[src/rtl/stream_downsize.sv]
// Wide-to-narrow stream converter: splits each wide beat into its kept lanes,
// emitted lowest lane first, with packet-end marked on the last kept lane.
module stream_downsize #(
    parameter int T_DATA_WIDTH = 4,
    parameter int T_DATA_RATIO = 2
) (
    input  logic                    clk,
    input  logic                    rst_n,
    input  logic [T_DATA_WIDTH-1:0] s_data_i [T_DATA_RATIO],
    input  logic [T_DATA_RATIO-1:0] s_keep_i,
    input  logic                    s_last_i,
    input  logic                    s_valid_i,
    output logic                    s_ready_o,
    output logic [T_DATA_WIDTH-1:0] m_data_o,
    output logic                    m_last_o,
    output logic                    m_valid_o,
    input  logic                    m_ready_i
);

    localparam int IDX_W = $clog2(T_DATA_RATIO);

    typedef enum logic {
        IDLE,
        SEND
    } state_t;

    state_t                  state_q, state_d;
    logic [T_DATA_WIDTH-1:0] data_q [T_DATA_RATIO];
    logic [T_DATA_WIDTH-1:0] data_d [T_DATA_RATIO];
    logic [T_DATA_RATIO-1:0] rem_q, rem_d;
    logic                    last_q, last_d;
    logic [T_DATA_RATIO-1:0] low_mask;
    logic [IDX_W-1:0]        k;
    logic                    one_left;
    logic                    in_xfer;
    logic                    out_xfer;
    logic                    load;

    // Descending scan so the lowest remaining lane wins.
    always_comb begin
        k        = '0;
        low_mask = '0;
        for (int i = T_DATA_RATIO - 1; i >= 0; i--) begin
            if (rem_q[i]) begin
                k           = IDX_W'(i);
                low_mask    = '0;
                low_mask[i] = 1'b1;
            end
        end
    end

    assign one_left  = ($countones(rem_q) == 1);
    assign m_valid_o = (state_q == SEND);
    assign m_data_o  = m_valid_o ? data_q[k] : '0;
    assign m_last_o  = m_valid_o && one_left && last_q;
    assign s_ready_o = (state_q == IDLE) || (one_left && m_ready_i);

    assign in_xfer  = s_valid_i && s_ready_o;
    assign out_xfer = m_valid_o && m_ready_i;
    assign load     = in_xfer && (|s_keep_i);

    // A load overrides the final-lane retire so back-to-back beats stream without a bubble.
    always_comb begin
        state_d = state_q;
        data_d  = data_q;
        rem_d   = rem_q;
        last_d  = last_q;
        if (out_xfer) begin
            rem_d = rem_q & ~low_mask;
            if (one_left) begin
                state_d = IDLE;
            end
        end
        if (load) begin
            data_d  = s_data_i;
            rem_d   = s_keep_i;
            last_d  = s_last_i;
            state_d = SEND;
        end
    end

    always_ff @(posedge clk) begin
        if (!rst_n) begin
            state_q <= IDLE;
            rem_q   <= '0;
            last_q  <= 1'b0;
            for (int i = 0; i < T_DATA_RATIO; i++) begin
                data_q[i] <= '0;
            end
        end else begin
            state_q <= state_d;
            rem_q   <= rem_d;
            last_q  <= last_d;
            data_q  <= data_d;
        end
    end

endmodule

[config.mk]
export PLATFORM = sky130hd
export DESIGN_NAME = stream_downsize
export DESIGN_NICKNAME = d
export VERILOG_FILES = /design/src/rtl/stream_downsize.sv
export SDC_FILE = /design/constraint.sdc
export NUM_CORES = 1
export LEC_CHECK = 0
export CORE_ASPECT_RATIO = 0.75
export CORE_UTILIZATION = 29
export CTS_BUF_LIST = sky130_fd_sc_hd__clkbuf_4 sky130_fd_sc_hd__clkbuf_8
export DETAILED_ROUTE_END_ITERATION = 12
export SLEW_MARGIN = 20
export SYNTH_ARGS = -nofsm -noshare
export SYNTH_HDL_FRONTEND = slang
export SYNTH_SLANG_ARGS = --single-unit
export TNS_END_PERCENT = 5
[constraint.sdc]
create_clock -name clk -period 2.34 [get_ports clk]
set_clock_uncertainty 0.2 [all_clocks]
set_input_delay 0.468 -clock clk [delete_from_list [all_inputs] [get_ports clk]]
set_output_delay 0.468 -clock clk [all_outputs]
set_load 0.01 [all_outputs]
==> qor.csv <==
stage,metric,value,unit
critical_path,cp_data_arrival_time,1.53,ns
cells_and_area,area_delta_synth_final,45.5,%
cells_and_area,post-route-util,0.477,
sta,final_total_negative_setup_slack,0,ns
critical_path,crit_path_end_kind,output port,
floorplanning,die_width,54.9,um
floorplanning,die_area,2290,um^2
outcome,status,"complete, no violations",
synth,synth_fp_nets,76,
drt,via_count,466,
placed_design,detailedPlacementHpwl,927,um
clock_tree,number_of_buffers_between_clock_root_and_the_deepest_sink,2,
sta,rsz0062_at_grt,no,
clock_tree,latest_clock_arrival_within_the_worst_skew_pair,0.27,ns
global_route,grt.busiest_layer,met2,
sta,timing_worst_slew_pin_value,0.378,ns
drt,dr.first_iter.drc_count,4,
synth,synth_seq_area_share,0.395,
sta,finalMaxSlewViolations,0,
flow_run,cap_violations,0,
sta,timing_hold_violations_final,0,
drt,drt-wirelength-per-cell,11.8,um
critical_path,worst_ep_required,1.67,ns
cells_and_area,layout-drive-gt1-share,0.145,
synth,yosys_register_bits,12,
global_route,grtUsageMet1,0.144,
floorplanning,core_region_area,1850,um^2
drt,drt_pass_1_iters,4,
floorplanning,placement_rows,13,
clock_tree,cts_sinks,12,
critical_path,critical_path_class,reg2out,
power_and_ir_drop,power-per-cell-area,516,nW/um^2
placed_design,place_ws,-0.0212,ns
sta,fin_crit,2.19,ns
sta,fmax,456,MHz
cells_and_area,finalNetCount,102,
synth,synth.cell_area,608,um^2
synth,post_synthesis_mean_instance_area,10.3,um^2
critical_path,critical_path.max_fanout,3,
global_route,grt_start_max_net_pins,13,
placed_design,globalplace.congestion,0.695,
power_and_ir_drop,total_leakage_power,0.366,nW
clock_tree,clock_tree_from_tritoncts,yes,
cells_and_area,final_cells,105,
sta,period_share,0.938,
clock_tree,cts_made_buffers,3,
placed_design,place_inst,102,
drt,detailed_route_wire_length,1240,um
sta,finalSetupViolations,0,
drt,drc,0,
floorplanning,initial_core_utilization,0.328,
cells_and_area,antenna-diode-count,0,
min_path,worst_hold_class,reg2reg,
placed_design,port_buffers,21,
global_route,grt_overflow_total,0,
critical_path,startpoint_type_of_the_worst_setup_path,register,
global_route,groute.layer.met3.usage,0.0842,
floorplanning,chipHeight,41.7,um
synth,yosys.cell_types.count,18,
placed_design,dpl_cell_area,850,um^2
sta,fin_ws,0.146,ns
clock_tree,cts.root.buffer_cell,sky130_fd_sc_hd__clkbuf_4,
synth,yosys_warning_count,0,
cells_and_area,stdcell_area,885,um^2
global_route,global_route.usage.total,0.121,
clock_tree,cts.htree.levels,1,
drt,post_drt_via_cell_ratio,4.44,
global_route,grt_first_pass_wirelength,1940,um
power_and_ir_drop,vdd_ir_drop_max,0.000389,V
synth,synth_cells,59,
floorplanning,io-pin-count,22,
global_route,first_global_vias,451,
global_route,grt_antenna_before_repair,0,
clock_tree,post-cts-setup-buffers,0,
drt,final_antenna_violating_net_count,0,
clock_tree,cts.hold.buffers_added,0,
sta,worst_rel_slew_slack,0.747,
global_route,met2_usage,0.178,
clock_tree,worst_setup_hold_path_clk_slew,0.07,ns
-- cell usage after synthesis --
library cell	n	area (um^2)
sky130_fd_sc_hd__mux2i_1	14	140
sky130_fd_sc_hd__nor2b_1	13	81.3
sky130_fd_sc_hd__dfxtp_1	12	240
sky130_fd_sc_hd__nand2_1	4	15.0
sky130_fd_sc_hd__clkbuf_1	2	7.51
sky130_fd_sc_hd__ha_1	2	25.0
sky130_fd_sc_hd__a21boi_0	1	7.51
sky130_fd_sc_hd__a21boi_1	1	7.51
sky130_fd_sc_hd__a21oi_1	1	5.00
sky130_fd_sc_hd__a21oi_4	1	16.3
sky130_fd_sc_hd__and3_1	1	6.26
sky130_fd_sc_hd__buf_6	1	11.3
sky130_fd_sc_hd__inv_1	1	3.75
sky130_fd_sc_hd__nand2b_4	1	13.8
sky130_fd_sc_hd__nand3b_1	1	7.51
sky130_fd_sc_hd__nor2_1	1	3.75
sky130_fd_sc_hd__o21a_1	1	7.51
sky130_fd_sc_hd__o21ai_2	1	8.76
-- state kept, by name (all words and copies together), names as in the netlist --
name / cells
data_q: 8
last_q: 1
rem_q: 2
m_valid_o: 1
-- per-stage QoR --
step,hold slack (ns),power [mW]
global route,0.318,0.487
floorplan,0.279,0.287
CTS,0.315,0.464
detailed placement,0.305,0.336
finish,0.306,0.457
global placement,0.295,0.336
-- cells in the final DEF (no fill, tap or decap), types with 2 or more instances in the layout --
| cell type | instances |
|---|---|
| sky130_fd_sc_hd__mux2i_1 | 14 |
| sky130_fd_sc_hd__nand2_1 | 4 |
| sky130_fd_sc_hd__nor2b_1 | 13 |
| sky130_fd_sc_hd__clkdlybuf4s50_1 | 16 |
| sky130_fd_sc_hd__buf_4 | 3 |
| sky130_fd_sc_hd__dfxtp_1 | 10 |
| sky130_fd_sc_hd__clkbuf_4 | 3 |
| sky130_fd_sc_hd__dlygate4sd2_1 | 4 |
| sky130_fd_sc_hd__dfxtp_2 | 2 |
-- metal layers --
metal	vias to the layer above	part of all wire
met5	-	0
met4	0	0
met3	0	0.081
met2	15	0.43
met1	203	0.49
li1	248	-
-- cells by family (layout without fill, tap and decap cells) --
logic type / Yosys count / after routing / synth area share
AO/OA/AOI/OAI: 6 / 6 / 0.0864
adder cells (fa/ha/maj): 2 / 2 / 0.0411
buffers and inverters: 4 / 28 / 0.0370
flip-flops: 12 / 12 / 0.395
multiplexers: 14 / 14 / 0.230
AND/OR/NAND/NOR: 21 / 21 / 0.210
-- worst max-delay path, stage by stage (launching register included) --
cell and delay [ns]:
sky130_fd_sc_hd__dfxtp_1 0.40, sky130_fd_sc_hd__ha_4 0.23, sky130_fd_sc_hd__nor2_1 0.09, sky130_fd_sc_hd__clkdlybuf4s50_1 0.53
-- power breakdown --
part / internal [mW] / switching (mW) / total [mW] / leakage [nW]
clock: 0.0594 / 0.0650 / 0.124 / 0.0138
sequential: 0.218 / 0.0112 / 0.229 / 0.0992
combinational: 0.0647 / 0.0380 / 0.103 / 0.253
-- area by class of cell --
class	count	area [um^2]
Fill cell	186	970
Clock buffer	3	22.5
Multi-Input combinational cell	43	358
Sequential cell	12	243
Tap cell	22	27.5
Timing Repair Buffer	24	230
Inverter	1	3.75
-- final timing paths --
| kind | from | to | slack [ns] | cells after the start |
|---|---|---|---|---|
| max | rem_q[1] | m_last_o | 0.15 | 3 |
| min | rem_q[0] | rem_q[0] | 0.31 | 2 |
| max reg2reg | rem_q[1] | data_q[3] | 0.54 | 7 |
| min reg2reg | rem_q[0] | rem_q[0] | 0.31 | 2 |
-- repair_timing --
action / CTS / global route
resized for setup: 6 / 3
setup endpoints to repair: 5 / 2
endpoints found under the hold margin: 0 / 0
Note: power is estimated with default switching activity, not from simulation.
==> edit, RTL diff (same flow settings) <==
Change the parameter `T_DATA_WIDTH` from 4 to 6.
--- a/src/rtl/stream_downsize.sv
+++ b/src/rtl/stream_downsize.sv
@@ -1,7 +1,7 @@
 // Wide-to-narrow stream converter: splits each wide beat into its kept lanes,
 // emitted lowest lane first, with packet-end marked on the last kept lane.
 module stream_downsize #(
-    parameter int T_DATA_WIDTH = 4,
+    parameter int T_DATA_WIDTH = 6,
     parameter int T_DATA_RATIO = 2
 ) (
     input  logic                    clk,
Interface: changed (resized m_data_o and s_data_i); port bits go from 22 to 28. No check against the original RTL was run, so the function may have changed too.
==> edit against the unedited design <==
Global-route usage is 0.39 points lower. Design area is 36% higher. Highest routed layer is now met4. Sequential cell count grew 4. Critical endpoint unchanged. Sequential power grew 32%. Wire length rose by 30%. Via count up 33%. Combinational power is 37% higher. Critical path depth is 1 higher. Synthesized cell count is 31% higher. Total power up 50%. Worst setup slack gained 0.0066 ns. Area after synthesis up 33%.
==> edit: results (changes against the unedited design) <==
RUN STATUS
---------------------------------------------------------------------------
Status                                                            completed   unchanged

STA
---------------------------------------------------------------------------
Maximum clock frequency                                          0.4571 GHz   was 0.4557 GHz
Worst Max-Slew Pin Slew                                           0.4755 ns   was 0.3779 ns
Final-layout worst hold slack                                     0.3183 ns   was 0.3062 ns

PLACED DESIGN
---------------------------------------------------------------------------
Post-Place Worst Slack                                         -0.006473 ns   was -0.02121 ns
Final weighted congestion in routability-driven placement            0.7175   was 0.6945
DPL Wire Length                                                     1205 µm   was 927 µm

MIN PATH
---------------------------------------------------------------------------
Endpoint with the worst hold slack                                data_q[0]   was rem_q[0]
Hold path start                                                   data_q[0]   was rem_q[0]
Worst hold path stage count                                               2   unchanged

CLOCK TREE
---------------------------------------------------------------------------
CTS root buf                                                   sky130_fd_sc_hd__clkbuf_8   was sky130_fd_sc_hd__clkbuf_4
Insertion delay to the later sink of the worst-skew pair            0.25 ns   was 0.27 ns

WORST SETUP PATH
---------------------------------------------------------------------------
Count of cells along the worst register-to-register path                  8   was 7
Timing startpoint of the critical path                             rem_q[0]   was rem_q[1]
Reg2Reg Setup Slack                                                 0.52 ns   was 0.54 ns
Critical register-to-register path endpoint                       data_q[1]   was data_q[3]

POWER AND IR DROP
---------------------------------------------------------------------------
Combinational logic power                                          0.141 mW   was 0.103 mW
Switching part of the total                                          0.2289   was 0.2501
Max rail drop VDD                                               0.0003240 V   was 0.0003893 V
Total leakage power                                               0.5201 nW   was 0.3663 nW
Sequential share of power                                             0.443   was 0.503

FINISH
---------------------------------------------------------------------------
Number of filler cells placed in the layout                             263   was 186
Net count of the finished layout                                        130   was 102
Largest registers in the final layout                          data_q (12), rem_q (2)   was data_q (8), rem_q (2)
Proportion of layout cells with a drive suffix above 1               0.1111   was 0.1446

SYNTH
---------------------------------------------------------------------------
Post-Synthesis Net Count                                                 98   was 76
Sequential cell area fraction in the yosys report                    0.3975   was 0.3951
Ranking of synthesized cells by area                           sky130_fd_sc_hd__dfxtp_1, sky130_fd_sc_hd__mux2i_1, sky130_fd_sc_hd__nor2b_1   unchanged

DIE
---------------------------------------------------------------------------
FP Rows                                                                  16   was 13

DRT
---------------------------------------------------------------------------
Initial drt markers                                                       6   was 4
Per-cell via count in the routed design                               4.313   was 4.438
Routed Wire Length                                                  1611 µm   was 1239 µm
Detailed-router iteration count before antenna repair                     2   was 4

GRT
---------------------------------------------------------------------------
Via count of the first global-routing pass                              578   was 451
Overall Global Routing Usage                                         0.1166   was 0.1205
Wire length of the first global-routing pass                        2559 µm   was 1938 µm
Maximum number of pins on one net before global-route repair             17   was 13

==> edit: changes by cell type in the layout (fill, tap and decap cells not counted), moves of 2 or more <==
cell / before / now
sky130_fd_sc_hd__clkbuf_8: 0 / 4
sky130_fd_sc_hd__dfxtp_2: 2 / 0
sky130_fd_sc_hd__dlymetal6s2s_1: 1 / 4
sky130_fd_sc_hd__clkbuf_4: 3 / 0
sky130_fd_sc_hd__dfxtp_1: 10 / 16
sky130_fd_sc_hd__mux2i_1: 14 / 20
sky130_fd_sc_hd__clkdlybuf4s50_1: 16 / 20
sky130_fd_sc_hd__nor2b_1: 13 / 19
==> edit: cells by family (layout without fill, tap and decap cells) <==
kind of cell / count (synthesis) / in the layout / synth area share
AO/OA/AOI/OAI: 8 / 8 / 0.08231
adder cells (fa/ha/maj): 2 / 2 / 0.03105
buffers and inverters: 5 / 36 / 0.04658
flip-flops: 16 / 16 / 0.3975
multiplexers: 20 / 20 / 0.2484
AND/OR/NAND/NOR: 26 / 26 / 0.1941
==> edit: repair_timing <==
item | 4_1_cts | 5_1_grt
endpoints found under the setup margin | 7 | 4
resized for setup | 5 | 4
endpoints found under the hold margin | 0 | 0
pin swaps | 0 | 0
==> edit: area by class of cell <==
type / count / area share
inverter: 1 / 0.003119
tap: 36 / 0.03742
timing repair buffer: 31 / 0.2651
clock buffer: 4 / 0.04574
multi-input combinational: 56 / 0.3825
sequential: 16 / 0.2661
==> edit: worst max-delay path, cell delays in order (launching register included) <==
cell and delay, ns:
sky130_fd_sc_hd__dfxtp_1 0.35, sky130_fd_sc_hd__inv_1 0.08, sky130_fd_sc_hd__ha_4 0.22, sky130_fd_sc_hd__nor2_1 0.09, sky130_fd_sc_hd__clkdlybuf4s50_1 0.53
==> edit: per-stage QoR <==
step / TNS [ns] / util / instance area [µm²] / instances / power, mW
final: 0 / 0.4590 / 1204 / 144 / 0.6835
after global routing: 0 / 0.4590 / 1204 / 144 / 0.7191
after CTS: 0 / 0.4552 / 1194 / 144 / 0.6989
after detailed placement: -0.006473 / 0.4308 / 1130 / 140 / 0.4500
after global placement: 0 / 0.4308 / 1130 / 140 / 0.4481
after floorplan: 0 / - / 805.8 / 77 / 0.3843
==> edit: per-layer routing <==
layer | wire, µm | track usage | share of wire | up-vias
li1 | - | - | - | 322
met1 | 761 | 0.1248 | 0.47 | 279
met2 | 744 | 0.2108 | 0.46 | 18
met3 | 78 | 0.04048 | 0.048 | 2
met4 | 27 | 0.06977 | 0.017 | 0
met5 | 0 | 0 | 0 | -
